<file path="src/rtl/fm_nco_pkg.sv">
// Shared types and constant helpers for the multi-channel FM NCO.
// The quarter-sine table is built at elaboration with integer-only arithmetic.
package fm_nco_pkg;

  typedef enum logic [1:0] {
    CFG_FCW    = 2'd0,
    CFG_GAIN   = 2'd1,
    CFG_OFFSET = 2'd2,
    CFG_CTRL   = 2'd3
  } cfg_sel_e;

  typedef enum logic {
    MODE_FM = 1'b0,
    MODE_CW = 1'b1
  } mode_e;

  // pi/2 in Q30
  localparam longint HalfPiQ30 = 64'sd1686629713;

  // round((2^(amp_w-1)-1) * sin(pi/2 * (idx+0.5)/Q)), Taylor series in Q30 fixed point
  function automatic int quarter_sine(input int amp_w, input int lut_aw, input int idx);
    longint q, amp, x, x2, term, sum;
    q    = longint'(1) << (lut_aw - 2);
    amp  = (longint'(1) << (amp_w - 1)) - 1;
    x    = (longint'(2 * idx + 1) * HalfPiQ30) / (2 * q);
    x2   = (x * x) >>> 30;
    term = x;
    sum  = x;
    for (int k = 1; k <= 8; k++) begin
      term = -(((term * x2) >>> 30) / longint'((2 * k) * (2 * k + 1)));
      sum  = sum + term;
    end
    return int'((sum * amp + (longint'(1) << 29)) >>> 30);
  endfunction

endpackage

</file>
<file path="src/rtl/fm_nco_multi_lut.sv">
// Registered quarter-wave sine ROM with quadrant fold and negate.
// Two stages: table read, then sign/enable mux into a held output register.
module quarter_sine_lut
  import fm_nco_pkg::*;
#(
  parameter int unsigned LUT_AW = 8,
  parameter int unsigned AMP_W  = 16
) (
  input  logic              clk_i,
  input  logic              rst_ni,
  input  logic              valid_i,
  input  logic              en_i,
  input  logic [LUT_AW-1:0] phase_i,
  output logic [AMP_W-1:0]  amp_o
);

  localparam int unsigned QAW = LUT_AW - 2;
  localparam int unsigned Q   = 1 << QAW;

  logic [AMP_W-1:0] rom [Q];

  for (genvar i = 0; i < Q; i++) begin : g_rom
    assign rom[i] = AMP_W'(quarter_sine(AMP_W, LUT_AW, i));
  end

  logic [QAW-1:0]   idx;
  logic [AMP_W-1:0] mag_q, mag_d, amp_q, amp_d;
  logic             neg_q, neg_d, en_q, en_d, vld_q, vld_d;

  always_comb begin
    // Odd quadrants read the table mirrored
    idx   = phase_i[LUT_AW-2] ? ~phase_i[QAW-1:0] : phase_i[QAW-1:0];
    mag_d = rom[idx];
    neg_d = phase_i[LUT_AW-1];
    en_d  = en_i;
    vld_d = valid_i;
    amp_d = amp_q;
    if (vld_q) begin
      if (!en_q)      amp_d = '0;
      else if (neg_q) amp_d = -mag_q;
      else            amp_d = mag_q;
    end
  end

  always_ff @(posedge clk_i or negedge rst_ni) begin
    if (!rst_ni) begin
      mag_q <= '0;
      neg_q <= 1'b0;
      en_q  <= 1'b0;
      vld_q <= 1'b0;
      amp_q <= '0;
    end else begin
      mag_q <= mag_d;
      neg_q <= neg_d;
      en_q  <= en_d;
      vld_q <= vld_d;
      amp_q <= amp_d;
    end
  end

  assign amp_o = amp_q;

endmodule

</file>
<file path="src/rtl/fm_nco_multi.sv">
// Multi-channel FM NCO: per-channel config, audio-deviated phase accumulators and a
// fixed 3-cycle sample pipeline shared by all channels so outputs stay phase-aligned.
module fm_nco_multi
  import fm_nco_pkg::*;
#(
  parameter int unsigned      N_CH      = 2,
  parameter int unsigned      ACC_W     = 32,
  parameter int unsigned      AUDIO_W   = 16,
  parameter int unsigned      LUT_AW    = 8,
  parameter int unsigned      AMP_W     = 16,
  parameter int unsigned      DEV_SHIFT = 16,
  parameter logic [ACC_W-1:0] FCW_RESET = 32'h0400_0000,
  localparam int unsigned     CH_W      = (N_CH > 1) ? $clog2(N_CH) : 1
) (
  input  logic                    clk_in,
  input  logic                    rst_n_in,
  input  logic                    step_in,
  input  logic                    sync_in,
  input  logic [N_CH-1:0]         audio_valid_in,
  input  logic [N_CH*AUDIO_W-1:0] audio_in,
  input  logic                    cfg_we_in,
  input  logic [CH_W-1:0]         cfg_ch_in,
  input  logic [1:0]              cfg_sel_in,
  input  logic [ACC_W-1:0]        cfg_data_in,
  output logic [N_CH*AMP_W-1:0]   amp_out,
  output logic                    amp_valid_out
);

  localparam int unsigned DEV_W = ACC_W + AUDIO_W + 17;

  logic [ACC_W-1:0]   acc_q [N_CH], acc_d [N_CH], incr_q [N_CH], incr_d [N_CH];
  logic [ACC_W-1:0]   fcw_q [N_CH], fcw_d [N_CH], off_q [N_CH], off_d [N_CH];
  logic [AUDIO_W-1:0] audio_q [N_CH], audio_d [N_CH];
  logic [15:0]        gain_q [N_CH], gain_d [N_CH];
  mode_e              mode_q [N_CH], mode_d [N_CH];
  logic [LUT_AW-1:0]  phase_q [N_CH], phase_d [N_CH];
  logic [N_CH-1:0]    en_q, en_d, en0_q, en0_d, en1_q, en1_d;
  logic               v0_q, v0_d, v1_q, v1_d, v2_q, v2_d, amp_valid_q, amp_valid_d;

  always_comb begin
    logic signed [DEV_W-1:0] dev;
    logic [ACC_W-1:0]        psum;
    dev         = '0;
    psum        = '0;
    en_d        = en_q;
    v0_d        = step_in;
    v1_d        = v0_q;
    v2_d        = v1_q;
    amp_valid_d = v2_q;
    en0_d       = en_q;
    en1_d       = en0_q;
    for (int c = 0; c < N_CH; c++) begin
      audio_d[c] = audio_q[c];
      fcw_d[c]   = fcw_q[c];
      gain_d[c]  = gain_q[c];
      off_d[c]   = off_q[c];
      mode_d[c]  = mode_q[c];
      if (audio_valid_in[c]) audio_d[c] = audio_in[c*AUDIO_W +: AUDIO_W];

      dev = DEV_W'($signed(audio_q[c])) * DEV_W'($signed({1'b0, gain_q[c]}));
      dev = dev >>> DEV_SHIFT;
      incr_d[c] = fcw_q[c] + ((mode_q[c] == MODE_CW) ? '0 : dev[ACC_W-1:0]);

      acc_d[c] = acc_q[c];
      if (sync_in)                acc_d[c] = '0;
      else if (step_in && en_q[c]) acc_d[c] = acc_q[c] + incr_q[c];

      psum       = acc_q[c] + off_q[c];
      phase_d[c] = psum[ACC_W-1 -: LUT_AW];

      // Channels beyond N_CH can never match, so their writes drop out here
      if (cfg_we_in && (CH_W'(c) == cfg_ch_in)) begin
        case (cfg_sel_e'(cfg_sel_in))
          CFG_FCW:    fcw_d[c]  = cfg_data_in;
          CFG_GAIN:   gain_d[c] = cfg_data_in[15:0];
          CFG_OFFSET: off_d[c]  = cfg_data_in;
          CFG_CTRL: begin
            en_d[c]   = cfg_data_in[0];
            mode_d[c] = mode_e'(cfg_data_in[1]);
          end
        endcase
      end
    end
  end

  always_ff @(posedge clk_in or negedge rst_n_in) begin
    if (!rst_n_in) begin
      for (int c = 0; c < N_CH; c++) begin
        acc_q[c]   <= '0;
        incr_q[c]  <= '0;
        fcw_q[c]   <= FCW_RESET;
        off_q[c]   <= '0;
        audio_q[c] <= '0;
        gain_q[c]  <= '0;
        mode_q[c]  <= MODE_FM;
        phase_q[c] <= '0;
      end
      en_q        <= '1;
      en0_q       <= '0;
      en1_q       <= '0;
      v0_q        <= 1'b0;
      v1_q        <= 1'b0;
      v2_q        <= 1'b0;
      amp_valid_q <= 1'b0;
    end else begin
      acc_q       <= acc_d;
      incr_q      <= incr_d;
      fcw_q       <= fcw_d;
      off_q       <= off_d;
      audio_q     <= audio_d;
      gain_q      <= gain_d;
      mode_q      <= mode_d;
      phase_q     <= phase_d;
      en_q        <= en_d;
      en0_q       <= en0_d;
      en1_q       <= en1_d;
      v0_q        <= v0_d;
      v1_q        <= v1_d;
      v2_q        <= v2_d;
      amp_valid_q <= amp_valid_d;
    end
  end

  for (genvar c = 0; c < N_CH; c++) begin : g_ch
    quarter_sine_lut #(
      .LUT_AW (LUT_AW),
      .AMP_W  (AMP_W)
    ) u_lut (
      .clk_i   (clk_in),
      .rst_ni  (rst_n_in),
      .valid_i (v1_q),
      .en_i    (en1_q[c]),
      .phase_i (phase_q[c]),
      .amp_o   (amp_out[c*AMP_W +: AMP_W])
    );
  end

  assign amp_valid_out = amp_valid_q;

endmodule

</file>
<file path="config.mk">
export PLATFORM = sky130hd
export DESIGN_NAME = fm_nco_multi
export DESIGN_NICKNAME = d
export VERILOG_FILES = /design/src/rtl/fm_nco_pkg.sv /design/src/rtl/fm_nco_multi_lut.sv /design/src/rtl/fm_nco_multi.sv
export SDC_FILE = /design/constraint.sdc
export NUM_CORES = 2
export LEC_CHECK = 0
export BUFFER_PORTS_ARGS = -buffer_cell sky130_fd_sc_hd__buf_2
export CAP_MARGIN = 30
export CORE_ASPECT_RATIO = 1.5
export CORE_MARGIN = 3
export CORE_UTILIZATION = 60
export CTS_CLUSTER_DIAMETER = 200
export DETAILED_ROUTE_END_ITERATION = 8
export GPL_TIMING_DRIVEN = 1
export PLACE_DENSITY_LB_ADDON = 0.12
export SYNTH_ARGS = -nofsm -noshare
export SYNTH_HDL_FRONTEND = slang
export SYNTH_SLANG_ARGS = --single-unit
export TNS_END_PERCENT = 5
</file>
<file path="constraint.sdc">
create_clock -name clk_in -period 9.98 [get_ports clk_in]
set_input_delay 0.499 -clock clk_in [delete_from_list [all_inputs] [get_ports clk_in]]
set_output_delay 0.499 -clock clk_in [all_outputs]
set_load 0.01 [all_outputs]
</file>
# After elaboration in Yosys (flattened, before gate mapping)
# Memory sizes are Yosys's and may differ from the RTL's. A register that Yosys moved wholly into a read port is not among the register bits.
# Cells that the tools add are included.
totals:
  ff_bits: 384
  mem_bits_ro: 2048
  input_bits: 74
  out_inout_bits: 33
  word_cells: 79
  memories: 2
memory_table:
  columns: ["memory", "words", "word_bits", "read_ports", "rd_clocked_by_memory_dff", "write_ports", "line", "text"]
  rows:
  - ["(name not given)", 64, 16, 1, 1, 0, "fm_nco_multi_lut.sv:33", "mag_d = rom[idx];"]
  - ["(name not given)", 64, 16, 1, 1, 0, "fm_nco_multi_lut.sv:33", null]
op_classes:
  addsub: 8
  multipliers: 2
  eq_ne: 3
  n_mux: 12
  bitwise: 5
  reduce_logical: 17
ops:
  columns: ["op", "n"]
  rows:
  - ["adder 32 bit", 6]
  - ["two-way mux 32 bit", 6]
  - ["multiplier 16 x 17 -> 33 bit", 2]
  - ["two-way mux 16 bit", 4]
  - ["negator 16 bit", 2]
  - ["AND reduction 2 bit", 8]
  - ["inverter 6 -> 7 bit", 2]
  - ["two-way mux 6 bit", 2]
  - ["inverter 6 bit", 2]
  - ["== test 2 bit (second input constant)", 2]
  - ["logical AND 1 bit", 4]
  - ["nonzero test 2 bit", 2]
  - ["== test 2 x 1 -> 1 bit (second input constant)", 1]
  - ["logical NOT 1 bit", 2]
  - ["logical NOT 2 bit", 1]
  - ["inverter 1 bit", 1]

# Longest topological paths before layout
depth:
  ltp_word: 3
  ltp_mapped: 36
  ltp_nobuf: 35

# Modules after synthesis
# From an unflattened synthesis, not the netlist that was laid out.
unflattened:
  cells_unflattened: 4671
  area_unflattened_um2: 43531.8
by_module_without_submodules:
  columns: ["mod", "instances", "cells_each", "area_per_inst_um2", "seq_area_each_um2"]
  rows:
  - ["fm_nco_multi", 1, 3656, 35839.4, 8713.4]
  - ["quarter_sine_lut at g_ch[0].u_lut", 1, 533, 4030.1, 850.8]
  - ["quarter_sine_lut at g_ch[1].u_lut", 1, 482, 3662.3, 850.8]

# Worst setup path after synthesis
# No wires, ideal clock.
synth_path:
  kind: "reg2reg"
  startpoint: "register audio_q[17] (netlist bit)"
  endpoint: "register incr_q[58] (netlist bit)"
  setup_ps: 128
  t_arrival_ps: 8288
  required_time_ps: 9852
  path_slack_ps: 1564
  stages_incl_launch_ff: 34
  path_buffers: 1
  synth_period_minus_slack_ps: 8416
  path_cell_list: "dfrtp_1 -> clkbuf_1 -> nand2_1 -> fa_1 -> fa_1 -> fa_1 -> inv_1 -> fa_1 -> fa_1 -> inv_1 -> fa_1 -> inv_1 -> ha_1 -> a21o_1 -> a211o_1 -> a211oi_2 -> a21oi_1 -> a221o_1 -> a21o_1 -> a221o_1 -> a21oi_1 -> xor2_1 -> nor2_1 -> ha_1 -> and3_1 -> and3_1 -> and3_1 -> o311a_1 -> nor4b_1 -> o41ai_1 -> a21o_1 -> a21oi_1 -> o21bai_1 -> xor2_1"
synth_lines:
  columns: ["element", "line", "text"]
  rows:
  - ["start, declared", "fm_nco_multi.sv:33", "logic [AUDIO_W-1:0] audio_q [N_CH], audio_d [N_CH];"]
  - ["start signal, assigned", "fm_nco_multi.sv:110", "audio_q <= audio_d;"]
  - ["end signal, assigned", "fm_nco_multi.sv:107", "incr_q <= incr_d;"]
  - ["end, declared", "fm_nco_multi.sv:31", "logic [ACC_W-1:0] acc_q [N_CH], acc_d [N_CH], incr_q [N_CH], incr_d [N_CH];"]

==> results_dict.tcl <==
set metrics [dict create \
    outcome "finished clean" \
    synth_ff_type "dfrtp_1" \
    cpMostUsedCell "fa_1" \
    slew_headroom 0.295 \
    final_nets 5394 \
    finClkSkew_ns 0.0260 \
    cts_tree "done" \
    firstDrtPassIters 5 \
    grt_pass1_wl_mm 174 \
    viasPerCell 5.94 \
    postRouteAntennaNets 0 \
    ioPinCount 107 \
    reg2reg_slack_ns 0.68 \
    postCtsSetupBuffers 0 \
    cp.required_ns 10.49 \
    rsz0062_at_grt "false" \
    path_class "register to register" \
    r2r_cells 34 \
    routed_wl_mm 108 \
    start_util 0.610 \
    grt_use_total 0.299 \
    syn_to_final_growth_pct 7.20 \
    cts_hold_buf 1 \
    hold_slack_ns 0.120 \
    synthArstFlopShare 1.00 \
    finalMaxSlewViolations 0 \
    synth-seq-area-share 0.249 \
    worstMarginPinSlew_ns 1.06 \
    synth_cell_types 80 \
    cp.arrival_ns 9.80 \
    finalInstanceArea_um2 44700 \
    yosys_warnings 0 \
    grt_antenna_before_repair 12 \
    fin_tns_setup_ns 0 \
    wl_per_cell_um 20.0 \
    grt_pass1_vias 33500 \
    cpMaxStageDelayCell "dfrtp_1" \
    hold_end "v0_q" \
    met3_usage 0.0317 \
    synth.avg_cell_area_um2 9.37 \
    synth_top_family_by_area "adder cells" \
    synthAdderAreaFrac 0.321 \
    min_from "step_in" \
    cts_resized 0 \
    h-tree-depth 2 \
    finalSetupViolations 0 \
    clk_latency_ns 0.60 \
    grtUsageMet2 0.553 \
    finalCritPeriodShare 0.932 \
    globalRoute.busiestLayer "met2" \
    drc 0 \
    finalWeightedCongestion 0.935 \
    drt-initial-drc-count 1926 \
    rows 117 \
    min_path_type "primary input to register" \
    r2r-start "audio_q[23]" \
    cp-start-kind "register" \
    die_area_um2 72700 \
    synth_nets 5361 \
    die_w_um 221 \
    synth_compound_area_frac 0.126 \
    drv_cap 0 \
    r2r-end "incr_q[58]" \
    via_count 32200 \
    synth-simple-area-share 0.142 \
    clkSinkCount 414 \
    max_freq_mhz 108 \
    netlist_instances 4451 \
    final_layout_size_suffix_gt1_frac 0.104 \
    grtUsageMet1 0.341 \
    cts_buffers 43 \
    syn_area_um2 41700 \
    slowest_delay_ns 0.80 \
    whs_path_depth 1 \
    finalCriticalPeriod_ns 9.30 \
    cts_root_buf "clkbuf_16" \
    port_buffers 106 \
    clkSlewWorstSetupHoldPaths_ns 0.06 \
    grt_max_degree 152 \
    synthMuxAreaShare 0.0545 \
    worstSetupEndpointType "register" \
    clock_path_buffers 3 \
    synth_xor_area_frac 0.0416 \
    synth-edff-count 0 \
    finalHoldViolations 0 \
    dpl_cell_area_um2 43200 \
    cp_max_fo 17 \
    grt_overflow 0 \
    core_area_um2 68400 \
    die_h_um 329 \
    critPathLaunch "audio_q[23]" \
    synth-seq-cells 414 \
    post-route-util 0.654 \
    dpl.hpwl_mm 83.3 \
]
critical path, delay by kind of cell (launching register included):
kind,cells,cell delay [ns]
AOI/OAI and AO/OA,12,2.97
DFF,1,0.80
xor gates and xnor gates,2,0.33
and+or+nand+nor,6,0.94
buffers and inverters,6,0.41
adders and majority gates,8,3.75
cell usage after synthesis (7+ instances only):
cell      instances  area (um^2)
o22ai_1          36          225
nor2_1          214          803
o311ai_0         14          123
o211ai_1         23          173
o21bai_1         17          128
a21boi_0         11         82.6
and3_1           19          119
dfrtp_1         410        10300
o221ai_1          7         61.3
a221o_1           7         70.1
xor2_1           93          815
a21oi_1         251         1260
buf_1            12         45.0
and2_1          223         1400
o21a_1           22          165
nand2b_1         45          282
nand3_1          60          300
inv_1           550         2060
fa_1            390         7810
nand4_1          30          188
a21o_1          107          803
ha_1            446         5580
or3_1            19          119
a31oi_1          30          188
a221oi_1          9         78.8
nand2_1         511         1920
mux2_2          194         2180
o31ai_1          19          143
nor4_1            9         56.3
o21ai_0         159          796
a311oi_1          8         70.1
nor2b_1          20          125
a211oi_1         34          255
o31a_1            8         70.1
clkbuf_1        161          604
xnor2_1         105          920
nand3b_1          7         52.6
nor3b_1           8         60.1
nor3_1           57          285
through the flow:
stage / std cells / worst slack [ns]
global placement: 5330 / 0.949
CTS: 5410 / 0.781
finish: 5413 / 0.683
global route: 5412 / 0.230
floorplan: 4451 / 1.56
detailed placement: 5330 / 0.808
cells in the final DEF, fill, tap and decap left out, types with 105 or more instances in the layout:
cell type	synthesis	layout
a21o_1	107	107
a21oi_1	251	251
and2_1	223	223
buf_2	2	105
dfrtp_1	410	410
fa_1	390	390
ha_1	446	446
inv_1	550	550
mux2_2	194	194
nand2_1	511	511
nor2_1	214	214
o21ai_0	159	159
layer usage:
layer | vias up | part of all wire
li1 | 15000 | -
met5 | - | 0.00025
met2 | 914 | 0.52
met1 | 16000 | 0.37
met4 | 4 | 0.059
met3 | 326 | 0.046
layout make-up:
type,instances,area (um^2)
diodes,3,7.51
clock buffers,52,1150
clock inverters,27,324
fillers,5747,23700
inverters,555,2080
multi-input cells,3307,28700
flip-flops and latches,414,10400
well taps,892,1120
repair buffers,163,983
how the worst max path moves through the flow:
stage            endpoint  cells past startpoint  slack, ns
6_report       incr_q[58]                     34       0.68
5_1_grt        incr_q[58]                     34       0.23
3_3_place_gp   incr_q[62]                     33       0.95
2_1_floorplan  incr_q[58]                     33       1.56
3_5_place_dp   incr_q[58]                     34       0.81
4_1_cts        incr_q[58]                     34       0.78
cell families (layout without fill, tap and decap cells):
group / after synthesis / after routing
simple gates: 1251 / 1251
fa+ha+maj: 836 / 836
compound gates: 823 / 823
buf+inv: 730 / 797
flops: 414 / 414
mux: 199 / 199
xor+xnor: 198 / 198
other cells: 0 / 3
state kept, by name (all words and copies together) (netlist names):
| name | cells |
|---|---|
| en1_q | 2 |
| g_ch.u_lut.mag_q | 30 |
| gain_q | 32 |
| en0_d | 2 |
| amp_valid_out | 1 |
| g_ch.u_lut.en_q | 2 |
| en0_q | 2 |
| v0_q | 1 |
| audio_q | 32 |
| off_q | 64 |
| g_ch.u_lut.neg_q | 2 |
| g_ch.u_lut.amp_o | 32 |
| g_ch.u_lut.vld_q | 1 |
| fcw_q | 64 |
| phase_q | 16 |
| acc_q | 64 |
| incr_q | 64 |
| v1_q | 1 |
| mode_q | 2 |
Power is left out: the tool's default activity adds up to more than one toggle a clock period on the data nets, which glitch-free logic cannot reach.
